**src/rtl/pic_8259_if.sv**
```systemverilog
// Bus and interrupt signals between the CPU-side bus controller and the pic_8259.
// Combinational read data (dout/dout_en); intr is registered inside the PIC.
// No backpressure: strobes are pulses and the PIC acts on their falling edges.
//
// Signals: cs_n/a0/rd_n/wr_n/din form the I/O register port. dout/dout_en return
// register or vector data. ir carries the eight request lines. inta_n is the
// acknowledge from the bus controller, and intr is the request to the CPU.
interface pic_8259_if;
    logic       cs_n;
    logic       a0;
    logic       rd_n;
    logic       wr_n;
    logic [7:0] din;
    logic [7:0] dout;
    logic       dout_en;
    logic [7:0] ir;
    logic       inta_n;
    logic       intr;

    modport master (
        output cs_n, a0, rd_n, wr_n, din, ir, inta_n,
        input  dout, dout_en, intr
    );

    modport slave (
        input  cs_n, a0, rd_n, wr_n, din, ir, inta_n,
        output dout, dout_en, intr
    );
endinterface

```
**src/rtl/pic_8259.sv**
```systemverilog
// Simplified 8259A interrupt controller: single 8086 mode, edge requests, fixed priority.
// Latency: IRR is set 1 clk after an ir rising edge, and intr follows 1 clk later. Reads are combinational.
// No backpressure: write and inta strobes act on their sampled falling edges.
//
// Ports: clk and rst_n (async, active low). bus (pic_8259_if.slave) carries cs_n, a0, rd_n,
// wr_n, din, dout, dout_en, ir, inta_n and intr.
module pic_8259 #(
    parameter int NUM_IR       = 8,
    parameter int SPURIOUS_LVL = 7
) (
    input  logic          clk,
    input  logic          rst_n,
    pic_8259_if.slave     bus
);

    typedef enum logic [1:0] {S_UNINIT, S_WAIT_ICW2, S_WAIT_ICW4, S_READY} init_t;
    typedef enum logic [1:0] {A_IDLE, A_ACK1, A_ACK2} ack_t;

    init_t      init_q, init_d;
    ack_t       ack_q, ack_d;
    logic [7:0] irr_q, irr_d;
    logic [7:0] isr_q, isr_d;
    logic [7:0] imr_q, imr_d;
    logic [4:0] base_q, base_d;
    logic       aeoi_q, aeoi_d;
    logic       rsel_q, rsel_d;
    logic       need_icw4_q, need_icw4_d;
    logic [2:0] lvl_q, lvl_d;
    logic       spur_q, spur_d;
    logic       wr_q, inta_q;
    logic [7:0] ir_q;
    logic       intr_q, intr_d;

    logic       wr_fall, inta_fall, inta_rise, is_icw1;
    logic [7:0] pending, prio_ok;
    logic       win_vld;
    logic [2:0] win_lvl, isr_top;
    logic       seen;
    logic       vec_out, rd_out;

    assign wr_fall   = wr_q & ~bus.wr_n & ~bus.cs_n;
    assign inta_fall = inta_q & ~bus.inta_n;
    assign inta_rise = ~inta_q & bus.inta_n;
    assign is_icw1   = wr_fall & ~bus.a0 & bus.din[4];
    assign pending   = irr_q & ~imr_q;
    assign win_vld   = |pending;

    // Winning request level, highest-priority in-service level, and the set of
    // levels that outrank every in-service level (no ISR bit at or below them).
    always_comb begin
        win_lvl = 3'(SPURIOUS_LVL);
        isr_top = 3'd0;
        prio_ok = 8'h00;
        seen    = 1'b0;
        for (int n = NUM_IR - 1; n >= 0; n--) begin
            if (pending[n]) win_lvl = 3'(n);
            if (isr_q[n])   isr_top = 3'(n);
        end
        for (int n = 0; n < NUM_IR; n++) begin
            seen       = seen | isr_q[n];
            prio_ok[n] = ~seen;
        end
    end

    assign intr_d = (init_q == S_READY) & |(pending & prio_ok);

    always_comb begin
        init_d      = init_q;
        ack_d       = ack_q;
        isr_d       = isr_q;
        imr_d       = imr_q;
        base_d      = base_q;
        aeoi_d      = aeoi_q;
        rsel_d      = rsel_q;
        need_icw4_d = need_icw4_q;
        lvl_d       = lvl_q;
        spur_d      = spur_q;
        // A request holds only while its line stays high; a new edge sets it.
        irr_d       = (irr_q | (bus.ir & ~ir_q)) & bus.ir;

        if (wr_fall) begin
            if (is_icw1) begin
                init_d      = S_WAIT_ICW2;
                need_icw4_d = bus.din[0];
                rsel_d      = 1'b0;
            end else begin
                case (init_q)
                    S_WAIT_ICW2: if (bus.a0) begin
                        base_d = bus.din[7:3];
                        init_d = need_icw4_q ? S_WAIT_ICW4 : S_READY;
                    end
                    S_WAIT_ICW4: if (bus.a0) begin
                        aeoi_d = bus.din[1];
                        init_d = S_READY;
                    end
                    S_READY: begin
                        if (bus.a0) begin
                            imr_d = bus.din;
                        end else if (bus.din[4:3] == 2'b00) begin
                            if (bus.din[7:5] == 3'b001)      isr_d[isr_top]     = 1'b0;
                            else if (bus.din[7:5] == 3'b011) isr_d[bus.din[2:0]] = 1'b0;
                        end else if (bus.din[4:3] == 2'b01) begin
                            if (bus.din[1]) rsel_d = bus.din[0];
                        end
                    end
                    default: ;
                endcase
            end
        end

        case (ack_q)
            A_IDLE: if (inta_fall) begin
                ack_d = A_ACK1;
                if (win_vld) begin
                    lvl_d          = win_lvl;
                    spur_d         = 1'b0;
                    isr_d[win_lvl] = 1'b1;
                    // Acknowledge beats a simultaneous new edge on the same bit.
                    irr_d[win_lvl] = 1'b0;
                end else begin
                    lvl_d  = 3'(SPURIOUS_LVL);
                    spur_d = 1'b1;
                end
            end
            A_ACK1: if (inta_fall) ack_d = A_ACK2;
            A_ACK2: if (inta_rise) begin
                ack_d = A_IDLE;
                // A spurious cycle never set ISR, so AEOI must not clear a real bit.
                if (aeoi_q && !spur_q) isr_d[lvl_q] = 1'b0;
            end
            default: ack_d = A_IDLE;
        endcase

        if (is_icw1) begin
            imr_d = 8'h00;
            isr_d = 8'h00;
            irr_d = 8'h00;
        end
    end

    always_ff @(posedge clk or negedge rst_n) begin
        if (!rst_n) begin
            init_q      <= S_UNINIT;
            ack_q       <= A_IDLE;
            irr_q       <= 8'h00;
            isr_q       <= 8'h00;
            imr_q       <= 8'h00;
            base_q      <= 5'd0;
            aeoi_q      <= 1'b0;
            rsel_q      <= 1'b0;
            need_icw4_q <= 1'b0;
            lvl_q       <= 3'd0;
            spur_q      <= 1'b0;
            wr_q        <= 1'b1;
            inta_q      <= 1'b1;
            ir_q        <= 8'h00;
            intr_q      <= 1'b0;
        end else begin
            init_q      <= init_d;
            ack_q       <= ack_d;
            irr_q       <= irr_d;
            isr_q       <= isr_d;
            imr_q       <= imr_d;
            base_q      <= base_d;
            aeoi_q      <= aeoi_d;
            rsel_q      <= rsel_d;
            need_icw4_q <= need_icw4_d;
            lvl_q       <= lvl_d;
            spur_q      <= spur_d;
            wr_q        <= bus.wr_n;
            inta_q      <= bus.inta_n;
            ir_q        <= bus.ir;
            intr_q      <= intr_d;
        end
    end

    // Gate with the current init state so a fresh ICW1 drops intr immediately.
    assign bus.intr = intr_q & (init_q == S_READY);

    assign vec_out     = (ack_q == A_ACK2) & ~bus.inta_n;
    assign rd_out      = ~bus.cs_n & ~bus.rd_n;
    assign bus.dout_en = vec_out | rd_out;
    assign bus.dout    = vec_out ? {base_q, lvl_q} :
                         rd_out  ? (bus.a0 ? imr_q : (rsel_q ? isr_q : irr_q)) :
                                   8'h00;

endmodule
```
**src/flat_wrapper.sv**
```systemverilog
// flat-port wrapper written by rule: the top's interface ports become plain ports
module pic_8259_flat 
#(
    parameter int NUM_IR       = 8,
    parameter int SPURIOUS_LVL = 7
)
  (clk, rst_n, bus_cs_n, bus_a0, bus_rd_n, bus_wr_n, bus_din, bus_ir, bus_inta_n, bus_dout, bus_dout_en, bus_intr);
  pic_8259_if bus_i ();
  input  logic clk;
  input  logic rst_n;
  input wire logic [$bits(bus_i.cs_n)-1:0] bus_cs_n;
  input wire logic [$bits(bus_i.a0)-1:0] bus_a0;
  input wire logic [$bits(bus_i.rd_n)-1:0] bus_rd_n;
  input wire logic [$bits(bus_i.wr_n)-1:0] bus_wr_n;
  input wire logic [$bits(bus_i.din)-1:0] bus_din;
  input wire logic [$bits(bus_i.ir)-1:0] bus_ir;
  input wire logic [$bits(bus_i.inta_n)-1:0] bus_inta_n;
  output wire logic [$bits(bus_i.dout)-1:0] bus_dout;
  output wire logic [$bits(bus_i.dout_en)-1:0] bus_dout_en;
  output wire logic [$bits(bus_i.intr)-1:0] bus_intr;
  assign bus_i.cs_n = bus_cs_n;
  assign bus_i.a0 = bus_a0;
  assign bus_i.rd_n = bus_rd_n;
  assign bus_i.wr_n = bus_wr_n;
  assign bus_i.din = bus_din;
  assign bus_i.ir = bus_ir;
  assign bus_i.inta_n = bus_inta_n;
  assign bus_dout = bus_i.dout;
  assign bus_dout_en = bus_i.dout_en;
  assign bus_intr = bus_i.intr;
  pic_8259 #(.NUM_IR(NUM_IR), .SPURIOUS_LVL(SPURIOUS_LVL)) u_core (.clk(clk), .rst_n(rst_n), .bus(bus_i));
endmodule
```
**config.mk**
```make
export PLATFORM = sky130hd
export DESIGN_NAME = pic_8259_flat
export DESIGN_NICKNAME = d
export VERILOG_FILES = /design/src/rtl/pic_8259_if.sv /design/src/rtl/pic_8259.sv /design/src/flat_wrapper.sv
export SDC_FILE = /design/constraint.sdc
export NUM_CORES = 1
export LEC_CHECK = 0
export BUFFER_PORTS_ARGS = -buffer_cell sky130_fd_sc_hd__buf_2
export CAP_MARGIN = 20
export CORE_MARGIN = 10
export CORE_UTILIZATION = 30
export CTS_CLUSTER_DIAMETER = 200
export DETAILED_ROUTE_END_ITERATION = 7
export PLACE_DENSITY_LB_ADDON = 0.08
export SYNTH_ARGS = -nofsm -noshare
export SYNTH_HDL_FRONTEND = slang
export SYNTH_SLANG_ARGS = --single-unit
```
**constraint.sdc**
```tcl
create_clock -name clk -period 3 [get_ports clk]
set_clock_uncertainty 0.15 [all_clocks]
set_input_delay 0.15 -clock clk [delete_from_list [all_inputs] [get_ports clk]]
set_output_delay 0.15 -clock clk [all_outputs]
set_load 0.05 [all_outputs]
```
==> impl_results.md, run 1 <==
* Clock input transition at the sequential cells of the worst setup and hold paths at 0.10 ns
* Rel. slew slack at 0.622
* Post CTS Setup Buffer Count at 0
* Number of antenna violations at the first check in global routing at 0
* Number of detailed-route iterations in the first pass at 4
* Result of the run: finished, final reports clean
* M1 WL at 4010 um
* Antenna diode instance count at 0
* Standard-cell rows at 35
* Number of enable flip-flop cells after synthesis at 0
* Root buf cell: sky130_fd_sc_hd__clkbuf_8
* Port buffer count at 32
* Area enclosed by the die boundary at 13,600 um2
* Post-synthesis average cell area at 8.97 um2
* Vias in the first global route at 2,458
* Flip-flop and latch count after synthesis at between 50 and 60
* Post-cts resize count at 0
* Number of hold violations in the final report at 0
* Worst supply voltage drop on vdd at 0.000209 V
* Family with the most delay on the worst path: simple AND/OR/NAND/NOR gates
* Maximum net fanout on the critical path at 8
* DR vias/cell at 5.18
* Fin. max-slew vios at 0
* Part of the Yosys area used for sequential elements at 0.458
* Crit start category: flop
* Total instance count after detailed placement at ~440
* Final weighted congestion of routability-driven global placement at a little under 0.9
* Non-Filler Instances at 466
* GRT Util Overall at 0.127
* Class of the worst hold path: in2reg
* Most used flip-flop cell after synthesis: sky130_fd_sc_hd__dfrtp_1
* Number of H-tree branching levels at 2
* Post-DP HPWL at 6240 um
* Skew-Pair Late Insertion Delay at around 0.30 ns
* Max-capacitance violation count at 0
* Count of routing violations after the opening detailed-route iteration at 142
* Remaining Overflow, GRT at 0
* Post-synthesis async set-or-reset flop share at 1.00
* Met3 Wirelength at between 400 and 500 um
* CP max-delay cell: sky130_fd_sc_hd__or3_1
* Vias post-DR at around 2,400
* Commonest non-fill, non-tap cell in the layout: sky130_fd_sc_hd__dfrtp_1
* Max Clk Rate at 0.411 GHz
* Max Used Layer: met4
* Post-Synth Adder-Cell Area at 0.0135
* Total negative setup slack at 0 ns
* Warnings, synthesis at 0
* Top library cells by usage in the layout, fill and taps aside: sky130_fd_sc_hd__dfrtp_1 (49), sky130_fd_sc_hd__nand2_1 (42), sky130_fd_sc_hd__buf_2 (32)
* Synth Area in Simple Gates at 0.227
* Footprint of the multi-input gates at 1400 um2
* Setup repair after global routing missed its margin: no
* Die height at 116 um
* XOR/XNOR share of the synthesized area at 0.00314
* Wire per inst at 17.6 um
* Post-place setup slack at 0.733 ns
* Met2 wirelength from detailed routing at around 3600 um
* Power after layout at 2.42 mW
* Core Box Area at a little over 9000 um2
* Critical Path Max Stage Delay at 0.51 ns
* Power Density at 729 nW/um2
* Post-route DRC at 0
* Layout fillers at 943
* Number of nets in the synthesized netlist at 337
* Cell repeated most along the worst path: sky130_fd_sc_hd__nor2b_1
* Number of routed nets with antenna violations at 0
* Number of hold buffers added after cts at 16
* Drt total wl at 8190 um
* TritonCTS clock tree: yes
* TritonCTS Buffers at 5
* Cell area after synthesis at 2790 um2
* Required time at the worst-slack endpoint at about 2.7 ns
* Buf+Inv Stages, Crit Path at 1
* Compound-cell area share of the yosys netlist at 0.202
* Total number of nets in the final design at 380
* Shortest clock period the worst path allows after layout at 2.43 ns
* Count of different cell masters after synthesis at 46
* IO Count at 33
* Largest net degree at the start of global routing at 37
* Initial cell density of the core at 0.305
* CTS Sinks at slightly above 50
* Post-route setup slack at approximately 0.57 ns
* Largest family of logic cells by synthesized area: simple AND/OR/NAND/NOR gates
* Clock buffer depth at 2
* Sequential Area at 1280 um2
* Cells after Synth at about 310
* Relative area change from synthesis to final layout at 19.1%
* Category of the worst setup path capture point: primary output
* Series of cell instances along the critical path: nor2b_1 > nor2b_1 > or3_1 > o21ai_1 > buf_2
* CP Class: reg2out
* Die X-Extent at 116 um
* Measured slew at the worst slew-check pin at 0.559 ns
* Share of the clock period used by the worst path after layout at 0.812
* Share of layout cells above drive strength 1 at 0.161
* Leakage power at 1.43 nW
* Number of setup violations in the final report at 0
* First-pass GRT wire length at 13,400 um
* Crit path DAT at 2.13 ns
* Multiplexer area fraction after synthesis at 0.0565
routing by layer:
layer	up-vias	track usage
li1	1187	-
met1	1158	0.176
met2	63	0.198
met3	7	0.0252
met4	0	0.0284
met5	-	0
state kept, by name (all words and copies together), names as in the netlist, 2 cells and up:
register	flops
u_core.imr_q	8
u_core.base_q	5
u_core.ir_q	8
u_core.init_q	2
u_core.isr_q	8
u_core.lvl_q	3
u_core.irr_q	8
u_core.ack_q	2
cell usage after synthesis, types with 4 or more instances:
library cell / number / area [um2]
sky130_fd_sc_hd__dfrtp_1: 49 / 1230
sky130_fd_sc_hd__nand2_1: 42 / 158
sky130_fd_sc_hd__nor2_1: 26 / 97.6
sky130_fd_sc_hd__o21ai_0: 20 / 100
sky130_fd_sc_hd__a21oi_1: 19 / 95.1
sky130_fd_sc_hd__o21ai_1: 15 / 75.1
sky130_fd_sc_hd__inv_1: 14 / 52.6
sky130_fd_sc_hd__clkbuf_1: 13 / 48.8
sky130_fd_sc_hd__nand2b_1: 10 / 62.6
sky130_fd_sc_hd__mux2i_1: 9 / 90.1
sky130_fd_sc_hd__nor2b_1: 8 / 50.1
sky130_fd_sc_hd__o2111a_1: 8 / 90.1
sky130_fd_sc_hd__mux2_2: 6 / 67.6
sky130_fd_sc_hd__o31ai_1: 6 / 45.0
sky130_fd_sc_hd__a31oi_1: 5 / 31.3
sky130_fd_sc_hd__nand3_1: 5 / 25.0
sky130_fd_sc_hd__nor3b_1: 4 / 30.0
sky130_fd_sc_hd__o21a_1: 4 / 30.0
layout make-up:
| type | instances | share of cell area |
|---|---|---|
| clock inverters | 2 | 0.0113 |
| inverters | 14 | 0.0158 |
| repair buffers | 51 | 0.103 |
| flip-flops and latches | 51 | 0.385 |
| multi-input cells | 231 | 0.422 |
| clock buffers | 6 | 0.0218 |
| well taps | 111 | 0.0418 |
worst reg2reg max path: cells and delay by family, from the launching register on:
family	cells	cell delay, ns
DFF	1	0.53
AOI/OAI and AO/OA	2	0.55
and+or+nand+nor	3	0.94
per-stage QoR:
step                hold slack, ns  utilization  area [um2]
floorplan                   -0.296            -        2790
global placement           -0.0578        0.334        3050
detailed placement         -0.0500        0.334        3050
CTS                         0.0113        0.363        3320
global route                0.0204        0.363        3320
finish                      0.0266        0.363        3320
power by group:
part	leakage (nW)	switching, mW	internal, mW
Clock	0.0514	0.235	0.249
Combinational	0.744	0.476	0.339
Sequential	0.638	0.233	0.890
Total	1.43	0.944	1.48
final timing paths:
path	slack [ns]	from	cells past startpoint	end
max in group asynchronous	1.73	rst_n	3	u_core.inta_q$_DFF_PN1_
hold reg to reg	0.33	u_core.need_icw4_q$_DFFE_PN0P_	2	u_core.need_icw4_q$_DFFE_PN0P_
setup / recovery	0.57	u_core.ack_q[1]$_DFFE_PN0P_	5	bus_dout[2]
hold / removal	0.03	bus_din[0]	3	u_core.rsel_q$_DFFE_PN0P_
min in group asynchronous	0.15	rst_n	2	u_core.init_q[0]$_DFFE_PN0P_
setup reg to reg	0.72	u_core.wr_q$_DFF_PN1_	5	u_core.isr_q[3]$_DFF_PN0_
cell families (layout without fill, tap and decap cells):
kind of cell,Yosys count,after routing
compound gates,88,88
xor+xnor,1,1
fa+ha+maj,3,3
buf+inv,29,73
flops,51,51
mux,15,15
simple gates,124,124
Note: power is estimated with default switching activity, not from simulation.
==> run 2: changes to the inputs <==
==> constraint.sdc (replaced) <==
create_clock -name clk -period 2.2 [get_ports clk]
set_clock_uncertainty 0.15 [all_clocks]
set_input_delay 0.11 -clock clk [delete_from_list [all_inputs] [get_ports clk]]
set_output_delay 0.11 -clock clk [all_outputs]
set_load 0.05 [all_outputs]
==> run 2 against run 1 <==
  * Sequential power grew 35%
  * Utilization grew 3.2 points
  * Setup slack lost 0.51 ns
  * Critical endpoint is now bus_dout[0]
  * Global-route usage grew 0.24 points
  * Critical path depth grew 1
  * Cell count grew 3.4%
  * Hold slack lost 0.025 ns
  * Clock power grew 62%
  * Largest power group unchanged
  * Via count grew 1.0%
  * First-iteration DRC count shrank 11%
  * Register-to-register slack lost 0.62 ns
==> impl_results.md, run 2 (synthesis gave the netlist of run 1 again) <==
* Drt total wl at 8320 um (was 8190 um)
* Sequential Area at 1280 um2 (about the same)
* Number of detailed-route iterations in the first pass at 4 (unchanged)
* Clock input transition at the sequential cells of the worst setup and hold paths at 0.10 ns (about the same)
* Remaining Overflow, GRT at 0 (unchanged)
* Root buf cell: sky130_fd_sc_hd__clkbuf_8 (unchanged)
* Fin. max-slew vios at 0 (unchanged)
* Vias post-DR at 2,440 (was 2,415)
* Shortest clock period the worst path allows after layout at 2.14 ns
* Port buffer count at 32 (unchanged)
* Post-place setup slack at 0.0526 ns (was 0.733 ns)
* Post-DP HPWL at 6180 um (was 6240 um)
* Layout Cell Area excl Fill at 3620 um2 (was 3320 um2)
* Layout fillers at 927 (was 943)
* Largest net degree at the start of global routing at 52 (was 37)
* Crit path DAT at 1.88 ns (was 2.13 ns)
* Area enclosed by the die boundary at 13,600 um2 (unchanged)
* GRT Util Overall at 0.129 (was 0.127)
* Number of antenna violations at the first check in global routing at 0 (unchanged)
* Post-Place Cell Area at 3160 um2 (was 3050 um2)
* Total number of nets in the final design at 396 (was 380)
* Maximum net fanout on the critical path at 8 (unchanged)
* Non-Filler Instances at 482 (was 466)
* Class of the worst hold path: in2reg (unchanged)
* TritonCTS clock tree: yes (unchanged)
* Final core utilization at 0.395 (was 0.363)
* Number of routed nets with antenna violations at 0 (unchanged)
* Crit start category: flop (unchanged)
* Wire per inst at 17.3 um (was 17.6 um)
* Worst hold slack across all endpoints at 0.00191 ns (was 0.0266 ns)
* Setup repair after global routing missed its margin: yes (was no)
* Skew-Pair Late Insertion Delay at 0.31 ns (was 0.30 ns)
* Die X-Extent at 116 um (unchanged)
* Count of routing violations after the opening detailed-route iteration at 127 (was 142)
* Core Box Area at 9150 um2 (unchanged)
* Max Clk Rate at 0.467 GHz
* Share of layout cells above drive strength 1 at 0.235 (was 0.161)
* Top library cells by usage in the layout, fill and taps aside: sky130_fd_sc_hd__dfrtp_1 (48), sky130_fd_sc_hd__nand2_1 (42), sky130_fd_sc_hd__nor2_1 (26) (was sky130_fd_sc_hd__dfrtp_1 (49), sky130_fd_sc_hd__nand2_1 (42), sky130_fd_sc_hd__buf_2 (32))
* Buf+Inv Stages, Crit Path at 2 (was 1)
* Clock buffer depth at 2 (unchanged)
* IO Count at 33 (unchanged)
* Share of the clock period used by the worst path after layout at 0.973
* Vias in the first global route at 2,480 (was 2,458)
* Rel. slew slack at 0.637 (was 0.622)
* CP max-delay cell: sky130_fd_sc_hd__or3_4 (was sky130_fd_sc_hd__or3_1)
* Final weighted congestion of routability-driven global placement at 0.799 (was 0.894)
* Required time at the worst-slack endpoint at 1.94 ns (was 2.70 ns)
* Standard-cell rows at 35 (unchanged)
* Series of cell instances along the critical path: nor2b_4 > nor2b_4 > buf_6 > or3_4 > o21ai_4 > buf_6 (was nor2b_1 > nor2b_1 > or3_1 > o21ai_1 > buf_2)
* Category of the worst setup path capture point: primary output (unchanged)
* Measured slew at the worst slew-check pin at 0.540 ns (was 0.559 ns)
* Worst supply voltage drop on vdd at 0.000408 V (was 0.000209 V)
* Family with the most delay on the worst path: simple AND/OR/NAND/NOR gates (unchanged)
* Number of hold violations in the final report at 0 (unchanged)
* Max-capacitance violation count at 0 (unchanged)
* First-pass GRT wire length at 13,600 um (was 13,400 um)
* Post-route setup slack at 0.0592 ns (was 0.565 ns)
* Commonest non-fill, non-tap cell in the layout: sky130_fd_sc_hd__dfrtp_1 (unchanged)
* Critical Path Max Stage Delay at 0.46 ns (was 0.51 ns)
* Total instance count after detailed placement at 454 (was 442)
* Die height at 116 um (unchanged)
* Post-route DRC at 0 (unchanged)
* DR vias/cell at 5.06 (was 5.18)
* CP Class: reg2out (unchanged)
* Result of the run: finished, final reports clean (unchanged)
* Number of H-tree branching levels at 2 (unchanged)
* Power Density at 1010 nW/um2 (was 729 nW/um2)
* TritonCTS Buffers at 5 (unchanged)
* CTS Sinks at 51 (unchanged)
* Number of setup violations in the final report at 0 (unchanged)
* Relative area change from synthesis to final layout at 29.6% (was 19.1%)
* Initial cell density of the core at 0.305 (unchanged)
* Leakage power at 1.56 nW (was 1.43 nW)
* Antenna diode instance count at 0 (unchanged)
* Footprint of the multi-input gates at 1480 um2 (was 1400 um2)
## run 2: changes by cell type in the layout (fill, tap and decap cells not counted), moves of 2 or more
cell and change:
sky130_fd_sc_hd__buf_2 -8, sky130_fd_sc_hd__buf_4 +12, sky130_fd_sc_hd__buf_6 +9, sky130_fd_sc_hd__dlygate4sd3_1 +2, sky130_fd_sc_hd__nor2b_1 -2, sky130_fd_sc_hd__nor2b_4 +2
sky130_fd_sc_hd__o21ai_1 -8, sky130_fd_sc_hd__o21ai_2 +7, sky130_fd_sc_hd__o31ai_1 -2, sky130_fd_sc_hd__o31ai_2 +2
## run 2: layer usage
| layer | track usage | up-vias | share of wire |
|---|---|---|---|
| met3 | 0.0257 | 6 | 0.053 |
| met5 | 0 | - | 0 |
| li1 | - | 1219 | - |
| met2 | 0.201 | 49 | 0.46 |
| met4 | 0.0284 | 0 | 0.0071 |
| met1 | 0.180 | 1166 | 0.48 |
## run 2: final cells by class
cell class,count,area share
multi-input cells,231,0.408
flip-flops and latches,51,0.354
repair buffers,67,0.148
well taps,111,0.0384
clock buffers,5,0.0190
clock inverters,3,0.0187
inverters,14,0.0145
## run 2: metrics by stage
| stage | TNS (ns) | power (mW) |
|---|---|---|
| after floorplan | -0.900 | 2.28 |
| after global placement | 0 | 2.76 |
| after detailed placement | 0 | 2.75 |
| after CTS | -0.139 | 3.60 |
| after global routing | -0.0820 | 3.91 |
| final | 0 | 3.65 |
## run 2: worst paths after layout
check / from / end / slack (ns) / depth (start not counted)
setup / recovery: u_core.ack_q[1]$_DFFE_PN0P_ / bus_dout[0] / 0.06 / 6
hold / removal: bus_din[6] / u_core.imr_q[6]$_DFFE_PN0P_ / 0.002 / 3
setup reg to reg: u_core.isr_q[5]$_DFF_PN0_ / u_core.isr_q[6]$_DFF_PN0_ / 0.10 / 5
hold reg to reg: u_core.need_icw4_q$_DFFE_PN0P_ / u_core.need_icw4_q$_DFFE_PN0P_ / 0.34 / 2
max in group asynchronous: rst_n / u_core.inta_q$_DFF_PN1_ / 1.43 / 3
min in group asynchronous: rst_n / u_core.init_q[1]$_DFFE_PN0P_ / 0.18 / 3
## run 2: worst min-delay path, cell delays in order
cell                      delay, ns
sky130_fd_sc_hd__buf_2         0.18
sky130_fd_sc_hd__nand2_1       0.08
sky130_fd_sc_hd__o21ai_1       0.06
## run 2: timing repair
item,in CTS,in global routing
hold buffers,18,0
gates resized for setup,16,19
hold endpoints to repair,81,0
pin swaps,0,8
setup buffers,0,2
setup endpoints to repair,8,10
## run 2: report_power, final
group,switching (mW),total (mW),internal [mW]
clock network,0.331,0.785,0.454
logic,0.741,1.35,0.611
registers,0.297,1.51,1.22
total,1.37,3.65,2.28
==> run 3: changes to the inputs <==
==> constraint.sdc (replaced) <==
create_clock -name clk -period 2.4 [get_ports clk]
set_clock_uncertainty 0.15 [all_clocks]
set_input_delay 0.12 -clock clk [delete_from_list [all_inputs] [get_ports clk]]
set_output_delay 0.12 -clock clk [all_outputs]
set_load 0.05 [all_outputs]
==> run 3 against run 2 <==
  * Highest routed layer unchanged
  * Total power shrank 12%
  * Utilization shrank 2.1 points
  * Critical path depth shrank 1
  * Hold slack gained 0.022 ns
  * Sequential share of layout area grew 2.0 points
==> impl_results.md, run 3 (synthesis gave the netlist of run 1 again) <==
* Count of routing violations after the opening detailed-route iteration at 95 (was 127)
* Critical Path Max Stage Delay at 0.42 ns (was 0.46 ns)
* DR vias/cell at 5.03 (was 5.06)
* Top library cells by usage in the layout, fill and taps aside: sky130_fd_sc_hd__dfrtp_1 (49), sky130_fd_sc_hd__nand2_1 (42), sky130_fd_sc_hd__buf_2 (32) (was sky130_fd_sc_hd__dfrtp_1 (48), sky130_fd_sc_hd__nand2_1 (42), sky130_fd_sc_hd__nor2_1 (26))
* Port buffer count at 32 (unchanged)
* Share of the clock period used by the worst path after layout at 0.914
* Required time at the worst-slack endpoint at 2.13 ns (was 1.94 ns)
* Share of layout cells above drive strength 1 at 0.179 (was 0.235)
* Skew-Pair Late Insertion Delay at 0.32 ns (was 0.31 ns)
* Vias in the first global route at 2,497 (was 2,480)
* TritonCTS clock tree: yes (unchanged)
* Number of routed nets with antenna violations at 0 (unchanged)
* Layout fillers at 920 (was 927)
* Family with the most delay on the worst path: simple AND/OR/NAND/NOR gates (unchanged)
* CTS Sinks at 51 (unchanged)
* First-pass GRT wire length at 13,800 um (was 13,600 um)
* Total negative setup slack at 0 ns (unchanged)
* Final core utilization at 0.374 (was 0.395)
* Wire per inst at 17.7 um (was 17.3 um)
* Final weighted congestion of routability-driven global placement at 0.840 (was 0.799)
* Standard-cell rows at 35 (unchanged)
* Total number of nets in the final design at 389 (was 396)
* Number of antenna violations at the first check in global routing at 0 (unchanged)
* Core Box Area at 9150 um2 (unchanged)
* Buf+Inv Stages, Crit Path at 1 (was 2)
* Number of hold violations in the final report at 0 (unchanged)
* Cell repeated most along the worst path: sky130_fd_sc_hd__nor2b_1
* Initial cell density of the core at 0.305 (unchanged)
* Shortest clock period the worst path allows after layout at 2.19 ns
* IO Count at 33 (unchanged)
* Clock buffer depth at 2 (unchanged)
* Power Density at 935 nW/um2 (was 1010 nW/um2)
* TritonCTS Buffers at 5 (unchanged)
* Power share of the combinational group at 0.335 (was 0.370)
* Post-DP HPWL at 6440 um (was 6180 um)
* Crit start category: flop (unchanged)
* Result of the run: finished, final reports clean (unchanged)
* Fin. max-slew vios at 0 (unchanged)
* Largest net degree at the start of global routing at 24 (was 52)
* Root buf cell: sky130_fd_sc_hd__clkbuf_8 (unchanged)
* Commonest non-fill, non-tap cell in the layout: sky130_fd_sc_hd__dfrtp_1 (unchanged)
* Class of the worst hold path: in2reg (unchanged)
* Number of H-tree branching levels at 2 (unchanged)
* GRT Util Overall at 0.131 (was 0.129)
* Drt total wl at 8430 um (was 8320 um)
* Max-capacitance violation count at 0 (unchanged)
* Die height at 116 um (unchanged)
* Measured slew at the worst slew-check pin at 0.571 ns (was 0.540 ns)
* Die X-Extent at 116 um (unchanged)
* Worst supply voltage drop on vdd at 0.000328 V (was 0.000408 V)
* Area enclosed by the die boundary at 13,600 um2 (unchanged)
* Category of the worst setup path capture point: primary output (unchanged)
* Relative area change from synthesis to final layout at 22.7% (was 29.6%)
* Series of cell instances along the critical path: nor2b_1 > nor2b_1 > or3_4 > o21ai_1 > buf_2 (was nor2b_4 > nor2b_4 > buf_6 > or3_4 > o21ai_4 > buf_6)
* Antenna diode instance count at 0 (unchanged)
* Clock input transition at the sequential cells of the worst setup and hold paths at 0.09 ns (was 0.10 ns)
* Post-route DRC at 0 (unchanged)
* Leakage power at 1.49 nW (was 1.56 nW)
* Crit path DAT at 1.92 ns (was 1.88 ns)
* CP Class: reg2out (unchanged)
* Clock power share at 0.225 (was 0.215)
* Remaining Overflow, GRT at 0 (unchanged)
* Relative contribution of sequential cells to total power at 0.440 (was 0.415)
* Cell-internal power at 1.99 mW (was 2.28 mW)
* Maximum net fanout on the critical path at 8 (unchanged)
* Vias post-DR at 2,391 (was 2,440)
* CP max-delay cell: sky130_fd_sc_hd__dfrtp_1 (was sky130_fd_sc_hd__or3_4)
* Rel. slew slack at 0.619 (was 0.637)
* Max Clk Rate at approximately 0.46 GHz
* Switching pwr at 1.22 mW (was 1.37 mW)
* Number of setup violations in the final report at 0 (unchanged)
* Switching fraction of total power at 0.379 (was 0.375)
* Setup repair after global routing missed its margin: no (was yes)
* Number of detailed-route iterations in the first pass at 4 (unchanged)
## run 3: final timing paths
path,start,end,slack [ns],depth (start not counted)
max,u_core.ack_q[1]$_DFFE_PN0P_,bus_dout[7],0.21,5
min,bus_din[6],u_core.imr_q[6]$_DFFE_PN0P_,0.02,3
max reg2reg,u_core.isr_q[4]$_DFF_PN0_,u_core.isr_q[6]$_DFF_PN0_,0.25,5
min reg2reg,u_core.need_icw4_q$_DFFE_PN0P_,u_core.need_icw4_q$_DFFE_PN0P_,0.34,2
max in group asynchronous,rst_n,u_core.isr_q[2]$_DFF_PN0_,1.30,3
min in group asynchronous,rst_n,u_core.init_q[0]$_DFFE_PN0P_,0.13,2
## run 3: per-layer routing
metal / part of all wire / global-route usage / up-vias
met5: 0 / 0 / -
met3: 0.050 / 0.0272 / 6
met1: 0.49 / 0.187 / 1125
met4: 0.0094 / 0.0317 / 0
met2: 0.45 / 0.197 / 54
li1: - / - / 1206
## run 3: cell type report
cell class,instances,area (um2),share of cell area
Clock buffer,6,72.6,0.0212
Clock inverter,2,60.1,0.0175
Inverter,14,52.6,0.0153
Multi-Input combinational cell,231,1410,0.411
Sequential cell,51,1280,0.373
Tap cell,111,139,0.0406
Timing Repair Buffer,60,415,0.121
## run 3: repair_timing
action / in CTS / in global routing
endpoints found under the hold margin: 48 / 0
gates resized for setup: 0 / 1
setup buffers: 0 / 0
setup endpoints to repair: 0 / 6
hold buffers: 18 / 0
## run 3: per-stage QoR
step | hold WS (ns) | power, mW | instance area [um2] | cells | worst slack, ns
CTS | 0.0203 | 3.22 | 3420 | 475 | 0.0866
detailed placement | -0.0516 | 2.47 | 3110 | 449 | 0.265
floorplan | -0.326 | 2.09 | 2790 | 311 | 0.0761
global route | 0.0481 | 3.43 | 3420 | 475 | 0.0563
finish | 0.0237 | 3.20 | 3420 | 475 | 0.207
global placement | -0.0464 | 2.47 | 3110 | 449 | 0.337
## run 3: worst register-to-register path, cell delays in order, from the launching register on
cell,delay (ns)
sky130_fd_sc_hd__dfrtp_1,0.46
sky130_fd_sc_hd__or4_1,0.55
sky130_fd_sc_hd__nor4_1,0.35
sky130_fd_sc_hd__a21oi_1,0.12
sky130_fd_sc_hd__o31ai_1,0.31
sky130_fd_sc_hd__a21oi_1,0.11
## run 3: power by group through the flow
stage	clock (mW)	sequential, mW	combinational, mW
2_1_floorplan	0	1.29	0.796
3_3_place_gp	0	1.42	1.06
3_5_place_dp	0	1.41	1.06
4_1_cts	0.737	1.40	1.09
5_1_grt	0.775	1.45	1.21
6_report	0.721	1.41	1.07
